<file path="config.mk">
export PLATFORM = sky130hd
export DESIGN_NAME = rca_chunk_seq
export DESIGN_NICKNAME = d
export VERILOG_FILES = /design/src/rtl/rca_chunk_seq.sv
export SDC_FILE = /design/constraint.sdc
export NUM_CORES = 1
export LEC_CHECK = 0
export CAP_MARGIN = 20
export CORE_UTILIZATION = 40
export DETAILED_ROUTE_END_ITERATION = 16
export PLACE_DENSITY = 0.73
export SLEW_MARGIN = 30
export SYNTH_ARGS = -nofsm -noshare
export SYNTH_HDL_FRONTEND = slang
export SYNTH_SLANG_ARGS = --single-unit
</file>
<file path="constraint.sdc">
create_clock -name clk -period 4.2 [get_ports clk]
set_clock_uncertainty 0.05 [all_clocks]
set_input_delay 0.84 -clock clk [delete_from_list [all_inputs] [get_ports clk]]
set_output_delay 0.84 -clock clk [all_outputs]
set_load 0.02 [all_outputs]
</file>
<file path="src/rtl/rca_chunk_seq.sv">
// rca_chunk_seq: multi-cycle wide adder. A single N-bit ripple-carry adder is
// reused for CHUNKS cycles, least-significant chunk first, with the carry held
// in a register between chunks. valid/ready handshake on both sides.

// Plain N-bit ripple-carry adder, one full adder per bit.
module rca #(
   parameter int N = 8
) (
   input  logic [N-1:0] a_i,
   input  logic [N-1:0] b_i,
   input  logic         cin_i,
   output logic [N-1:0] sum_o,
   output logic         cout_o
);
   logic [N:0] c;

   assign c[0] = cin_i;

   for (genvar i = 0; i < N; i++) begin : g_fa
      assign sum_o[i] = a_i[i] ^ b_i[i] ^ c[i];
      assign c[i+1]   = (a_i[i] & b_i[i]) | (c[i] & (a_i[i] ^ b_i[i]));
   end

   assign cout_o = c[N];
endmodule

module rca_chunk_seq #(
   parameter int N      = 8,
   parameter int CHUNKS = 4
) (
   input  logic                clk,
   input  logic                rst,
   input  logic                in_valid,
   output logic                in_ready,
   input  logic [N*CHUNKS-1:0] a,
   input  logic [N*CHUNKS-1:0] b,
   input  logic                cin,
   output logic                out_valid,
   input  logic                out_ready,
   output logic [N*CHUNKS-1:0] sum,
   output logic                cout,
   output logic                busy
);
   localparam int W  = N * CHUNKS;
   // idx needs at least one bit even when there is only a single chunk
   localparam int IW = (CHUNKS > 1) ? $clog2(CHUNKS) : 1;
   localparam logic [IW-1:0] LAST_IDX = IW'(CHUNKS - 1);

   typedef enum logic [1:0] {
      S_IDLE,
      S_RUN,
      S_DONE
   } state_t;

   state_t        state_q, state_d;
   logic [IW-1:0] idx_q,   idx_d;
   logic          carry_q, carry_d;
   logic [W-1:0]  opa_q,   opa_d;
   logic [W-1:0]  opb_q,   opb_d;
   logic [W-1:0]  sum_q,   sum_d;
   logic          cout_q,  cout_d;

   logic [N-1:0]  rca_a, rca_b, rca_s;
   logic          rca_co;

   // The shared adder always looks at the chunk selected by idx; its output
   // is only committed while in RUN.
   assign rca_a = opa_q[idx_q*N +: N];
   assign rca_b = opb_q[idx_q*N +: N];

   rca #(.N(N)) u_rca (
      .a_i    (rca_a),
      .b_i    (rca_b),
      .cin_i  (carry_q),
      .sum_o  (rca_s),
      .cout_o (rca_co)
   );

   assign in_ready  = (state_q == S_IDLE) && !rst;
   assign out_valid = (state_q == S_DONE);
   assign busy      = (state_q != S_IDLE);
   assign sum       = sum_q;
   assign cout      = cout_q;

   // Next-state logic: accept in IDLE, one chunk per edge in RUN, hold in DONE.
   always_comb begin
      state_d = state_q;
      idx_d   = idx_q;
      carry_d = carry_q;
      opa_d   = opa_q;
      opb_d   = opb_q;
      sum_d   = sum_q;
      cout_d  = cout_q;
      unique case (state_q)
         S_IDLE: begin
            if (in_valid) begin
               opa_d   = a;
               opb_d   = b;
               carry_d = cin;
               idx_d   = '0;
               sum_d   = '0;
               state_d = S_RUN;
            end
         end
         S_RUN: begin
            sum_d[idx_q*N +: N] = rca_s;
            carry_d             = rca_co;
            if (idx_q == LAST_IDX) begin
               cout_d  = rca_co;
               state_d = S_DONE;
            end else begin
               idx_d = idx_q + 1'b1;
            end
         end
         S_DONE: begin
            // out_ready only matters once the result is actually on display
            if (out_ready) state_d = S_IDLE;
         end
         default: state_d = S_IDLE;
      endcase
   end

   // State register; reset aborts any operation in flight.
   always_ff @(posedge clk) begin
      if (rst) begin
         state_q <= S_IDLE;
         idx_q   <= '0;
         carry_q <= 1'b0;
         opa_q   <= '0;
         opb_q   <= '0;
         sum_q   <= '0;
         cout_q  <= 1'b0;
      end else begin
         state_q <= state_d;
         idx_q   <= idx_d;
         carry_q <= carry_d;
         opa_q   <= opa_d;
         opb_q   <= opb_d;
         sum_q   <= sum_d;
         cout_q  <= cout_d;
      end
   end
endmodule

</file>
==> flow_summary.yaml <==
setup_path:
  required_ns: 4.40
  end_kind: "flip-flop"
  crit_family: "adder cells"
  crit_fanout: 4
  cp_common_cell: "fa_2"
  arrival_ns: 4.26
  path_cells: "mux4_2 > inv_1 > fa_2 > fa_2 > fa_2 > fa_2 > fa_2 > inv_1 > fa_1 > inv_1 > fa_2 > inv_2 > fa_2 > a22o_1"
  path_buf_inv: 4
  slowest_delay_ns: 0.46
  critical_path_class: "flip-flop to flip-flop"
  crit_path_top_delay_cell: "fa_2"
  start_kind: "flip-flop"
pwr:
  p_sw_mw: 0.512
  clock_power_share_pct: 32.8
  p_sw_share_pct: 25.5
  p_per_area_nw_per_um2: 361
  p_int_mw: 1.50
  p_seq_share_pct: 51.6
  p_leak_nw: 1.95
  combPwrFrac_pct: 15.6
  ir_drop_v: 0.000236
global_route:
  gr-total-overflow: 0
  grt_max_degree: 79
  grt_pass1_vias: 3337
  grt_pass1_wl_microns: 16600
  grt_usage_pct: 19.0
  antenna_found_initial: 0
clocking:
  root_buffer: "clkbuf_8"
  path_clk_slew_ns: 0.10
  clockBufferDepth: 2
  cts_buffers: 9
  insertion_delay_ns: 0.35
  cts_tree: "done"
  clock-sinks: 102
  htreeDepth: 3
  hold_buffers: 0
logic_synthesis:
  syn_avg_cell_area_sq_um: 9.63
  yosys-top-cells-area: "dfxtp_1 48%, nand2_1 12%, mux4_2 8.5%, a21oi_1 7.8%, o2bb2ai_1 4.9%"
  yosysTopAreaCell: "dfxtp_1"
  yosys_warnings: 0
  ys_seq_elements: 102
  syn_nets: 523
  syn-instance-count: 442
  yosys.area.top_type_share_pct: 48.0
  syn_area_sq_um: 4260
  yosysSeqAreaShare_pct: 48.0
  ys_types: 36
routing:
  vias_per_cell: 5.15
  highest_layer: "met4"
  drt-met1-wl_microns: 4690
  wl_microns: 10300
  drcViolationCount: 0
  dr.pass1.iters: 5
  avgRoutedWirePerCell_microns: 15.2
  dr.first_iter.drc_count: 204
  routed-wl-met3_microns: 506
  num_vias: 3478
  antenna_left: 0
  wl_met2_microns: 4990
sta:
  worst_pin_slew_ns: 0.814
  hold_viol: 0
  whs_ns: 0.408
  slew_headroom_pct: 45.7
  finalSetupTns_ns: 0
  rsz0062_at_grt: "no"
  finalCriticalPeriod_ns: 4.06
  drv_slew: 0
  final-setup-viol-count: 0
  period_share_pct: 96.7
  max_freq_ghz: 0.246
job:
  cap_viol_max_count: 0
final_layout:
  regArea_sq_um: 2050
  final_area_sq_um: 5570
  multiInputGateArea_sq_um: 1980
  area_growth_pct: 30.9
  fin_nets: 616
  antenna_cells: 0
  nFillCells: 913
  drive_gt1_share_pct: 11.1
placed_design:
  port_buffers: 104
  post-dp-hpwl_microns: 7720
  placed_cell_area_sq_um: 5350
  finalWeightedCongestion: 0.815
floorplan:
  fp.dieW_microns: 105
  rows: 37
  start_util_pct: 41.2
  die_area_sq_um: 11100
  io_pins: 105
  die_height_microns: 105
  coreArea_sq_um: 10300
run_status:
  outcome: "complete, no violations"
min_path:
  hold_path_class: "flip-flop to flip-flop"
## synthesized netlist by cell type
cell	count
nor4b_1	1
or3b_1	2
nand4b_1	1
o31ai_1	1
inv_1	20
buf_4	7
a21oi_2	5
nor3b_1	1
a32o_1	2
mux2_2	4
buf_2	7
nor2b_1	2
or3_1	1
clkbuf_1	9
nor2_1	2
o32ai_1	1
nand3b_1	1
and4b_1	1
or2_2	1
fa_1	8
buf_1	1
nand2b_1	2
nor4b_4	1
mux4_2	16
buf_6	5
and4_1	2
a2111oi_1	1
a21oi_1	66
a22o_1	6
nand4_1	2
dfxtp_1	102
nand3_1	1
nor3_1	1
nand2_1	131
ha_1	4
o2bb2ai_1	24
## final cells by class
type,instances,area share [%]
repair buffers,111,19.5
well taps,136,3.05
clock inverters,5,1.50
multi-input cells,291,35.6
inverters,20,1.35
flip-flops and latches,102,36.7
clock buffers,10,2.29
## sequential cells by signal, summed over array words and instances (netlist names)
register,cells
cout,1
carry_q,1
opb_q,32
idx_q,2
opa_q,32
state_q,2
sum,32
## layout by cell type (no fill, tap or decap), types with 2 or more instances in the layout
cell,instances
nand2b_1,2
o2bb2ai_1,24
a22o_1,6
mux4_2,16
nand4_1,2
clkdlybuf4s50_1,103
nor2_1,2
nand2_1,131
mux2_2,4
a32o_1,2
and4_1,2
dfxtp_1,101
fa_2,7
buf_4,7
a21oi_1,66
a21oi_2,5
inv_1,19
clkbuf_8,9
ha_1,4
bufinv_16,2
clkinvlp_4,2
nor2b_1,2
## cell families after synthesis
kind of cell    share of synthesized area (%)
compound gates                           16.0
simple gates                             15.5
fa+ha+maj                                4.94
buf+inv                                  6.02
flops                                    48.0
mux                                      9.52
## through the flow
step	setup WS, ns	cells	util (%)	power [mW]
floorplan	0.0294	442	-	1.25
finish	0.139	675	54.0	2.01
detailed placement	0.0552	660	51.8	1.37
global route	0.00317	675	54.0	2.10
global placement	0.126	660	51.8	1.36
CTS	0.0386	675	53.9	2.02
## timing repair
| item | in CTS | in global routing |
|---|---|---|
| endpoints found under the setup margin | 0 | 5 |
| setup buffers | 0 | 0 |
| resized for setup | 0 | 6 |
## layer usage
metal  GRT usage [%]  up-vias
met1            25.0     1662
met3            3.37        8
met5               0        -
li1                -     1702
met2            32.4      106
met4            4.93        0
## worst paths after layout
kind	from	depth (start not counted)	to	slack (ns)
max	idx_q[0]	14	sum[23]	0.14
min	opa_q[29]	2	opa_q[29]	0.41
max reg2reg	idx_q[0]	14	sum[23]	0.14
min reg2reg	opa_q[29]	2	opa_q[29]	0.41
## power by group through the flow
stage / registers (mW) / clock network [mW] / logic (mW)
3_5_place_dp: 1.06 / 0 / 0.313
4_1_cts: 1.04 / 0.669 / 0.314
6_report: 1.04 / 0.660 / 0.314
2_1_floorplan: 1.05 / 0 / 0.199
3_3_place_gp: 1.06 / 0 / 0.305
5_1_grt: 1.04 / 0.709 / 0.343
## tightest hold or removal path, delay by kind of cell, from the launching register on
kind / cells / cell delay (ns)
AOI/OAI and AO/OA: 1 / 0.05
and+or+nand+nor: 1 / 0.05
DFF: 1 / 0.32
Note: power is estimated with default switching activity, not from simulation.
